<file path="config.mk">
export PLATFORM = sky130hd
export DESIGN_NAME = disaggregator
export DESIGN_NICKNAME = d
export VERILOG_FILES = /design/src/rtl/fann_pkg.sv /design/src/rtl/disaggregator.sv
export SDC_FILE = /design/constraint.sdc
export NUM_CORES = 1
export LEC_CHECK = 0
export CORE_MARGIN = 4
export CORE_UTILIZATION = 47
export CTS_BUF_LIST = sky130_fd_sc_hd__clkbuf_8 sky130_fd_sc_hd__clkbuf_16
export DETAILED_ROUTE_END_ITERATION = 6
export PLACE_DENSITY = 0.92
export RECOVER_POWER = 25
export SLEW_MARGIN = 30
export SYNTH_ARGS = -nofsm -noshare
export SYNTH_HDL_FRONTEND = slang
export SYNTH_SLANG_ARGS = --single-unit
</file>
<file path="constraint.sdc">
create_clock -name clk -period 2.06 [get_ports clk]
set_input_delay 0.309 -clock clk [delete_from_list [all_inputs] [get_ports clk]]
set_output_delay 0.309 -clock clk [all_outputs]
set_load 0.02 [all_outputs]
</file>
<file path="src/rtl/fann_pkg.sv">
// Shared fan-in/fan-out datapath definitions: default lane geometry used by both
// the aggregator and the disaggregator, plus the common holding-buffer state.
package fann_pkg;

  localparam int unsigned DEF_DATA_WIDTH  = 16;
  localparam int unsigned DEF_FETCH_WIDTH = 4;

  // Holding buffer occupancy: EMPTY has no word, DRAIN is emitting lanes.
  typedef enum logic {
    EMPTY = 1'b0,
    DRAIN = 1'b1
  } fann_state_e;

endpackage

</file>
<file path="src/rtl/disaggregator.sv">
// Wide-to-narrow serializer. Pops one FETCH_WIDTH*DATA_WIDTH word from the
// upstream FIFO and pushes its lanes, lane 0 (LSBs) first, to the downstream FIFO.
// Ports:
//   clk, rst_n        clock, async active-low reset
//   clr               sync clear, drops the buffered word
//   sender_data       upstream FIFO head (wide)
//   sender_empty_n    upstream FIFO non-empty
//   sender_deq        upstream pop, data captured on the same edge
//   receiver_data     current lane of the buffered word
//   receiver_full_n   downstream FIFO has room
//   receiver_enq      downstream push
//   receiver_last     current lane is the last of its wide word
module disaggregator
  import fann_pkg::*;
#(
  parameter int unsigned DATA_WIDTH  = DEF_DATA_WIDTH,
  parameter int unsigned FETCH_WIDTH = DEF_FETCH_WIDTH
) (
  input  logic                              clk,
  input  logic                              rst_n,
  input  logic                              clr,
  input  logic [FETCH_WIDTH*DATA_WIDTH-1:0] sender_data,
  input  logic                              sender_empty_n,
  output logic                              sender_deq,
  output logic [DATA_WIDTH-1:0]             receiver_data,
  input  logic                              receiver_full_n,
  output logic                              receiver_enq,
  output logic                              receiver_last
);

  localparam int unsigned IDX_WIDTH = (FETCH_WIDTH > 1) ? $clog2(FETCH_WIDTH) : 1;
  localparam logic [IDX_WIDTH-1:0] LAST_IDX = IDX_WIDTH'(FETCH_WIDTH - 1);

  fann_state_e                             state_q, state_d;
  logic [IDX_WIDTH-1:0]                    idx_q, idx_d;
  logic [FETCH_WIDTH-1:0][DATA_WIDTH-1:0]  buf_q, buf_d;

  logic full;
  logic last_pop;

  // State, lane counter and holding buffer.
  always_ff @(posedge clk or negedge rst_n) begin
    if (!rst_n) begin
      state_q <= EMPTY;
      idx_q   <= '0;
      buf_q   <= '0;
    end else begin
      state_q <= state_d;
      idx_q   <= idx_d;
      buf_q   <= buf_d;
    end
  end

  // Handshakes. rst_n gates the pop so nothing is taken from the FIFO while
  // the block is held in reset; the receive side is already idle in EMPTY.
  always_comb begin
    full          = (state_q == DRAIN);
    receiver_data = buf_q[idx_q];
    receiver_last = full && (idx_q == LAST_IDX);
    receiver_enq  = full && receiver_full_n && !clr;
    last_pop      = receiver_enq && receiver_last;
    sender_deq    = rst_n && sender_empty_n && !clr && (!full || last_pop);
  end

  // Next state: clr dominates, then a load (fresh or back-to-back), then drain.
  always_comb begin
    state_d = state_q;
    idx_d   = idx_q;
    buf_d   = buf_q;
    if (clr) begin
      state_d = EMPTY;
      idx_d   = '0;
    end else if (sender_deq) begin
      state_d = DRAIN;
      idx_d   = '0;
      buf_d   = sender_data;
    end else if (last_pop) begin
      state_d = EMPTY;
      idx_d   = '0;
    end else if (receiver_enq) begin
      idx_d   = idx_q + IDX_WIDTH'(1);
    end
  end

endmodule

</file>
==> results of run 1 <==
==> placed cells by master, fill, tap and decap left out <==
cell and instances:
a21oi_1 1, nor3_1 2, buf_4 4, mux2_2 34, mux2i_1 2, dfrtp_1 66
clkdlybuf4s50_1 69, clkbuf_2 2, clkinv_2 2, ha_2 1, dfrtp_2 1, and2_1 1
mux4_2 16, buf_2 4, inv_1 3, nor2_1 2, buf_12 2, mux2_1 30
clkbuf_8 11, a211oi_4 1, clkdlybuf4s15_2 13, nand2_1 4, buf_6 2
==> power groups by stage <==
stage                     clock [mW]  sequential [mW]  combinational, mW
final                          0.944             1.73              0.824
after global placement             0             1.74              0.842
after global routing            1.04             1.77              0.889
after floorplan                    0             1.70              0.500
after detailed placement           0             1.76              0.872
after CTS                      0.973             1.74              0.844
==> cells by family after synthesis <==
family | synth area share (%)
simple gates | 1.32
compound gates | 0.597
buf+inv | 3.03
flops | 57.1
mux | 37.5
fa+ha+maj | 0.426
==> cells in the mapped netlist <==
cell type,instances
mux2_1,30
nor2_1,2
and2_1,1
dfrtp_1,67
buf_4,4
mux2_2,34
a21oi_1,1
clkbuf_1,1
buf_2,2
a211oi_2,1
nand2_1,4
mux2i_1,2
buf_6,4
ha_1,1
nor3_1,2
mux4_2,16
==> worst min path at each step <==
stage / to / slack (ns) / cells after the start / startpoint
global route: full / 0.35 / 3 / rst_n
floorplan: buf_q[0] / 0.01 / 0 / rst_n
finish: full / 0.36 / 3 / rst_n
global placement: buf_q[61] / 0.46 / 1 / buf_q[61]
detailed placement: buf_q[52] / 0.47 / 1 / buf_q[52]
CTS: buf_q[10] / 0.24 / 2 / rst_n
==> layout make-up <==
cell class | instances | area [µm²] | share of cell area, %
timing repair buffer | 96 | 960 | 23.5
sequential | 67 | 1680 | 41.1
clock buffer | 11 | 151 | 3.71
multi-input combinational | 94 | 1180 | 28.9
tap | 75 | 93.8 | 2.30
clock inverter | 5 | 21.3 | 0.521
==> timing repair <==
action	4_1_cts	5_1_grt
gates resized for setup	53	5
cloned	0	0
pin swaps	0	0
setup endpoints to repair	17	33
hold endpoints to repair	0	0
==> worst reg2reg max path, delay by kind of cell (launching register included) <==
| kind | cells | cell delay, ns |
|---|---|---|
| AOI/OAI and AO/OA | 1 | 0.30 |
| muxes | 1 | 0.37 |
| adders and majority gates | 1 | 0.21 |
| DFF | 1 | 0.41 |
| and+or+nand+nor | 1 | 0.11 |
| buffers and inverters | 2 | 0.38 |
==> metrics by stage <==
step / instances / setup WS (ns) / hold WS (ns)
after floorplan: 172 / 0.345 / 0.0134
after global placement: 332 / -0.130 / 0.463
after detailed placement: 332 / -0.113 / 0.469
after CTS: 348 / -0.0275 / 0.242
after global routing: 348 / 0.00594 / 0.347
final: 348 / 0.0768 / 0.357
==> flip-flops by register name, indices dropped and copies added (netlist names) <==
signal and cells:
buf_q 64, idx_q 2, full 1
==> layer usage <==
metal  wire length [µm]  GRT usage [%]
met1               2390           21.8
met2               3260           30.1
met3                241           3.12
met4                153           8.50
met5                  0              0
==> results.md, run 1 <==
| Stage | Item | This run |
|---|---|---|
| pwr | Fraction of power consumed by the clock network | 27.0% |
| critical path | Logic depth of the worst register-to-register path | 6 |
| timing | Final-layout setup total negative slack | 0 ns |
| cts | Inserted Clock Buffers | 9 |
| timing | Highest achievable clock rate | 0.504 GHz |
| cts | Number of setup buffers added after CTS | 0 |
| critical path | Critical path's largest stage delay | 0.50 ns |
| synthesis | Net count after synthesis | 242 |
| drt | Number of nets with antenna violations after detailed routing | 0 |
| pwr | Power per Cell Area | 857 nW/µm² |
| critical path | Critical path data required time | 1.75 ns |
| drt | Iteration-0 DRC Markers | 68 |
| pwr | Pleak | 1.68 nW |
| cts | H-tree level count | 3 |
| cts | Clock latency on the worst-skew pair | 0.33 ns |
| synthesis | Top cells by area, synth | dfrtp_1 57%, mux2_2 13%, mux4_2 12% |
| pwr | Sum of internal, switching and leakage power | 3.50 mW |
| cts | Clock transition at the registers of the reported paths | 0.07 ns |
| synthesis | Warning count from the yosys run | 0 |
| critical path | Total stage count of the critical path | 3 |
| global route | Total Routing Usage GR | 17.7% |
| critical path | Crit Reg-Reg Endpoint | buf_q[36] |
| critical path | Startpoint kind of the worst setup timing path | register |
| pwr | Largest voltage drop on the vdd net | 0.609 mV |
| critical path | Cell at the slowest stage of the critical path | mux4_2 |
| drt | Number of detailed-route iterations in the first pass | 3 |
| critical path | Kind of critical path | register to output pin |
| critical path | Worst setup path endpoint | receiver_data[3] |
| global route | Pin count of the biggest net entering global routing | 68 |
| cells and area | Filler cells | 425 |
| timing | Slew HR | -8.21% |
| floorplan | Number of rows created at floorplan | 28 |
| drt | Via/cell ratio | 5.16 |
| global route | Vias in the first global route | 2057 |
| critical path | Crit. Startpoint | idx_q[0] |
| pwr | Comb pwr share | 23.5% |
| critical path | Buf/Inv on CP | 2 |
| critical path | Crit path capture type | output pin |
| placed design | HPWL after detailed placement | 4.48 mm |
| synthesis | Fraction of the yosys area taken by sequential cells | 57.1% |
| drt | Total vias in the final route | 1796 |
| timing | Unrepaired setup endpoints after global routing | false |
| status | Result of the run | finished, violations left |
| critical path | Largest fanout of any net on the critical path | 12 |
| cells and area | Area growth from synthesis to layout | 39.1% |
| synthesis | Flip-flop and latch count after synthesis | 67 |
| drt | WL per Instance | 17.4 µm |
| timing | Slew at the pin closest to its max-slew limit | 1.62 ns |
| pwr | Sequential share of power | 49.5% |
| timing | Setup-failing EPs final | 0 |
| pwr | Net Switching | 0.906 mW |
| floorplan | Initial cell density of the core | 49.0% |
| floorplan | Die area | 7570 µm² |
| floorplan | Area of the placeable core | 5990 µm² |
| cts | Hold bufs inserted after CTS | 0 |
| cells and area | Share of the core filled with cells | 68.2% |
| drt | Total wire length after detailed routing | 6.05 mm |
| timing | Number of endpoints with negative hold slack in the final report | 0 |
| drt | DR DRC count | 0 |
| cts | Clock Sink Count | 67 |
| cells and area | Antenna fix cells | 0 |
| timing | Final setup skew | 0.00811 ns |
| min path | HP Class | input pin to register |
| synthesis | Cell area after synthesis | 2940 µm² |
| status | Failing checks | capacitance limit, slew limit |
| timing | Part of the cycle the worst path needs | 96.3% |
| cts | Library cell used as clock root buffer | clkbuf_8 |
| cts | Maximum number of buffers from clock root to sink | 2 |
| pwr | Internal power | 2.60 mW |
| job | Maxcap violations | 1 |
| global route | Wire length of the first global-routing pass | 10.1 mm |
| floorplan | Die Y-Extent | 87.0 µm |
| synthesis | Area share of the largest cell type after synthesis | 57.1% |
| cts | TritonCTS clock tree | done |
| cells and area | NumNets Final | 338 |
| floorplan | Number of top-level design ports | 88 |
| cells and area | Share of post-route cells with drive strength above 1 | 34.1% |
| critical path | Launch instance of the worst register-to-register path | idx_q[0] |
| critical path | Largest delay contributor family on the critical path | multiplexers |
| critical path | Register-to-Register Setup Slack | 0.18 ns |
| global route | Grt ovf | 0 |
| timing | Max-slew violation count | 68 |
| placed design | Area after DPL | 3910 µm² |
| timing | Post-route minimum period | 1.98 ns |
| pwr | Switching Fraction | 25.9% |
| synthesis | Unique cell type count in the Yosys netlist | 16 |
| placed design | Routability congestion estimate from global placement | 0.730 |
| critical path | Arrival time of the worst setup path | 1.67 ns |
| global route | Antenna violations before repair | 0 |
| floorplan | Width of the chip | 87.0 µm |
| synthesis | Mean post-synth cell area | 17.1 µm² |
| synthesis | Biggest area consumer among synthesized cells | dfrtp_1 |
| placed design | Number of buffers inserted by port buffering | 87 |
| synthesis | Gate count after technology mapping | 172 |
| cells and area | Summed area of non-filler cells in the final layout | 4080 µm² |
| critical path | Critical path cell sequence | buf_12, mux4_2, clkdlybuf4s15_2 |
No activity file was read; power rests on OpenSTA's default activity.
==> inputs of run 2 (changes only) <==
- ABC_AREA: default -> 1
- PLACE_DENSITY: 0.92 -> 0.91
==> run 2 against run 1 <==
The run still ends with capacitance limit, slew limit left. Final cell count grew 59%. Via count rose by 62%. Final area grew 0.70%. Global-route usage rose by 4.2 points. Critical path depth is 1 higher. Flip-flop and latch count did not move.
==> results.md, run 2 <==
| Stage | Item | This run | Change |
|---|---|---|---|
| status | Result of the run | finished, violations left | unchanged |
| status | Failing checks | capacitance limit, slew limit | unchanged |
| cts | H-tree level count | 3 | unchanged |
| synthesis | Top cells by area, synth | dfrtp_1 56%, nand2_1 25%, o21ai_0 5.3% | was dfrtp_1 57%, mux2_2 13%, mux4_2 12% |
| placed design | Routability congestion estimate from global placement | 0.836 | was 0.730 |
| cells and area | Flip-flop count of the largest register, all copies and words added | 64 | unchanged |
| critical path | Crit path capture type | output pin | unchanged |
| timing | Slack of the critical path | 0.00582 ns | was 0.0768 ns |
| global route | Grt met2 use | 34.0% | was 30.1% |
| placed design | Pre-CTS setup slack | -0.0375 ns | was -0.113 ns |
| cells and area | Commonest non-fill, non-tap cell in the layout | nand2_1 | was clkdlybuf4s50_1 |
| cells and area | Summed area of non-filler cells in the final layout | 4110 µm² | was 4080 µm² |
| critical path | Arrival time of the worst setup path | 1.75 ns | was 1.67 ns |
| timing | Highest achievable clock rate | 0.487 GHz | was 0.504 GHz |
| timing | Slew at the pin closest to its max-slew limit | 1.59 ns | was 1.62 ns |
| global route | Wire length of the first global-routing pass | 12.9 mm | was 10.1 mm |
| pwr | Sequential share of power | 49.5% | about the same |
| timing | Max-slew violation count | 68 | unchanged |
| critical path | Launch instance of the worst register-to-register path | idx_q[0] | unchanged |
| global route | Total Routing Usage GR | 21.9% | was 17.7% |
| pwr | Net Switching | 1.04 mW | was 0.906 mW |
| timing | Unrepaired setup endpoints after global routing | false | unchanged |
| critical path | Largest fanout of any net on the critical path | 3 | was 12 |
| cells and area | Antenna fix cells | 0 | unchanged |
| cts | Number of setup buffers added after CTS | 0 | unchanged |
| timing | Final setup skew | 0.0104 ns | was 0.00811 ns |
| cells and area | Share of post-route cells with drive strength above 1 | 7.72% | was 34.1% |
| synthesis | Biggest area consumer among synthesized cells | dfrtp_1 | unchanged |
| cts | Clock transition at the registers of the reported paths | 0.07 ns | about the same |
| placed design | Area after DPL | 3970 µm² | was 3910 µm² |
| critical path | Crit Reg-Reg Endpoint | idx_q[0] | was buf_q[36] |
| synthesis | Top-count cell post-synth | nand2_1 | was dfrtp_1 |
| critical path | Critical path data required time | 1.75 ns | about the same |
| cells and area | Leading cell types in the layout, fill and taps excluded | 198 x nand2_1, 68 x clkdlybuf4s50_1, 67 x dfrtp_1 | was 69 x clkdlybuf4s50_1, 66 x dfrtp_1, 34 x mux2_2 |
| synthesis | Area share of the largest cell type after synthesis | 55.6% | was 57.1% |
| cells and area | Area growth from synthesis to layout | 36.4% | was 39.1% |
| cts | Library cell used as clock root buffer | clkbuf_8 | unchanged |
| timing | Slew HR | -6.22% | was -8.21% |
| drt | Number of nets with antenna violations after detailed routing | 0 | unchanged |
| pwr | Pleak | 2.12 nW | was 1.68 nW |
| synthesis | Cell area after synthesis | 3010 µm² | was 2940 µm² |
| drt | Total wire length after detailed routing | 8.15 mm | was 6.05 mm |
| timing | Setup-failing EPs final | 0 | unchanged |
| drt | WL per Instance | 14.7 µm | was 17.4 µm |
| cts | Clock Sink Count | 67 | unchanged |
| cells and area | Filler cells | 490 | was 425 |
| placed design | DP Cell Count | 539 | was 332 |
| synthesis | Unique cell type count in the Yosys netlist | 16 | unchanged |
| global route | Most Crowded Layer GR | met2 | unchanged |
| global route | Met3 layer usage reported by global route | 6.02% | was 3.12% |
| synthesis | Number of enable flip-flop cells after synthesis | 0 | unchanged |
| drt | Total vias in the final route | 2916 | was 1796 |
| floorplan | Number of top-level design ports | 88 | unchanged |
| drt | Iteration-0 DRC Markers | 295 | was 68 |
| global route | Antenna violations before repair | 0 | unchanged |
| cts | Maximum number of buffers from clock root to sink | 2 | unchanged |
| synthesis | Top cells by instance count after synthesis | 198 x nand2_1, 67 x dfrtp_1, 35 x nor2_1 | was 67 x dfrtp_1, 34 x mux2_2, 30 x mux2_1 |
| pwr | Internal power | 2.33 mW | was 2.60 mW |
| drt | Number of detailed-route iterations in the first pass | 5 | was 3 |
| floorplan | Die area | 7760 µm² | was 7570 µm² |
| timing | Post-route minimum period | 2.05 ns | was 1.98 ns |
| timing | Hold WS | 0.383 ns | was 0.357 ns |
| drt | Via/cell ratio | 5.26 | was 5.16 |
| min path | HP Class | input pin to register | unchanged |
| timing | Number of endpoints with negative hold slack in the final report | 0 | unchanged |
| cts | Cts repair resizes | 17 | was 53 |
| critical path | Logic depth of the worst register-to-register path | 7 | was 6 |
| min path | Cells on Worst Hold Path | 3 | unchanged |
| cells and area | Register ranked first by flip-flop count | buf_q | unchanged |
| synthesis | Warning count from the yosys run | 0 | unchanged |
| floorplan | Area of the placeable core | 6060 µm² | was 5990 µm² |
| min path | Hold wc startpoint | rst_n | unchanged |
| synthesis | Gate count after technology mapping | 385 | was 172 |
| synthesis | Flip-flop and latch count after synthesis | 67 | unchanged |
| synthesis | Net count after synthesis | 455 | was 242 |
| cts | Inserted Clock Buffers | 9 | unchanged |
| synthesis | Mean post-synth cell area | 7.83 µm² | was 17.1 µm² |
| synthesis | Fraction of the yosys area taken by sequential cells | 55.6% | was 57.1% |
| cts | Hold bufs inserted after CTS | 0 | unchanged |
| synthesis | Main flop type after synthesis | dfrtp_1 | unchanged |
| timing | Part of the cycle the worst path needs | 99.7% | was 96.3% |
| cells and area | Non-filler cells, final | 554 | was 348 |
| floorplan | Initial cell density of the core | 49.7% | was 49.0% |
| critical path | Register-to-Register Setup Slack | 0.25 ns | was 0.18 ns |
| placed design | HPWL after detailed placement | 5.57 mm | was 4.48 mm |
| pwr | Largest voltage drop on the vdd net | 0.487 mV | was 0.609 mV |
| global route | Pin count of the biggest net entering global routing | 69 | was 68 |
| global route | Vias in the first global route | 2793 | was 2057 |
| floorplan | Die Y-Extent | 88.1 µm | was 87.0 µm |
| cts | Clock latency on the worst-skew pair | 0.36 ns | was 0.33 ns |
| cells and area | NumNets Final | 545 | was 338 |
| pwr | Switching Fraction | 30.8% | was 25.9% |
| global route | Met1 GRT Util | 28.1% | was 21.8% |
| critical path | Kind of critical path | input pin to output pin | was register to output pin |
| global route | Grt ovf | 0 | unchanged |
| job | Maxcap violations | 1 | unchanged |
| timing | Final-layout setup total negative slack | 0 ns | unchanged |
| min path | Destination of the worst hold path | full | unchanged |
| synthesis | FFs w/ async S/R, synth | 100% | unchanged |
| floorplan | Width of the chip | 88.1 µm | was 87.0 µm |
| critical path | Startpoint kind of the worst setup timing path | input pin | was register |
| floorplan | Number of rows created at floorplan | 28 | unchanged |
| placed design | Number of buffers inserted by port buffering | 87 | unchanged |
| pwr | Power per Cell Area | 819 nW/µm² | was 857 nW/µm² |
| pwr | Fraction of power consumed by the clock network | 29.5% | was 27.0% |
| pwr | Comb pwr share | 21.0% | was 23.5% |
| drt | DR DRC count | 0 | unchanged |
| cts | TritonCTS clock tree | done | unchanged |
-- run 2: cell type report --
class / count / area, µm² / share of cell area, %
clock buffers: 10 / 138 / 3.35
clock inverters: 5 / 40.0 / 0.974
inverters: 5 / 18.8 / 0.456
multi-input cells: 290 / 1190 / 28.9
flip-flops and latches: 67 / 1680 / 40.8
well taps: 75 / 93.8 / 2.28
repair buffers: 102 / 956 / 23.2
-- run 2: per-layer routing --
metal	share of wire [%]	routed length, µm
met1	41	3340
met2	47	3830
met3	8.3	673
met4	3.8	311
met5	0	0
-- run 2: how the worst max path moves through the flow --
stage,slack [ns],startpoint,endpoint,cells after the start
3_3_place_gp,-0.004,receiver_full_n,sender_deq,6
6_report,0.006,clr,receiver_enq,4
2_1_floorplan,0.43,idx_q[0],receiver_data[10],5
5_1_grt,0.005,idx_q[0],receiver_data[2],5
3_5_place_dp,-0.04,receiver_full_n,sender_deq,6
4_1_cts,0.04,clr,receiver_enq,4
-- run 2: worst max-delay path: stages --
cell             delay, ns
clkdlybuf4s50_1       0.46
buf_4                 0.17
nor2_1                0.17
clkdlybuf4s50_1       0.64
-- run 2: logic make-up after synthesis --
logic type	count (synthesis)	share of synthesized area, %
fa+ha+maj	1	0.415
flops	67	55.6
buf+inv	28	4.90
simple gates	239	30.1
compound gates	50	8.97
-- run 2: power groups by stage --
stage          registers [mW]  logic, mW  clock network (mW)
2_1_floorplan            1.65      0.398                   0
3_3_place_gp             1.67      0.736                   0
3_5_place_dp             1.68      0.759                   0
4_1_cts                  1.66      0.714               0.999
5_1_grt                  1.69      0.783                1.05
6_report                 1.67      0.707               0.993
-- run 2: through the flow --
step | utilization [%] | total power [mW]
detailed placement | 65.5 | 2.44
finish | 67.9 | 3.37
global placement | 65.5 | 2.41
global route | 67.9 | 3.53
CTS | 68.1 | 3.38
floorplan | - | 2.04
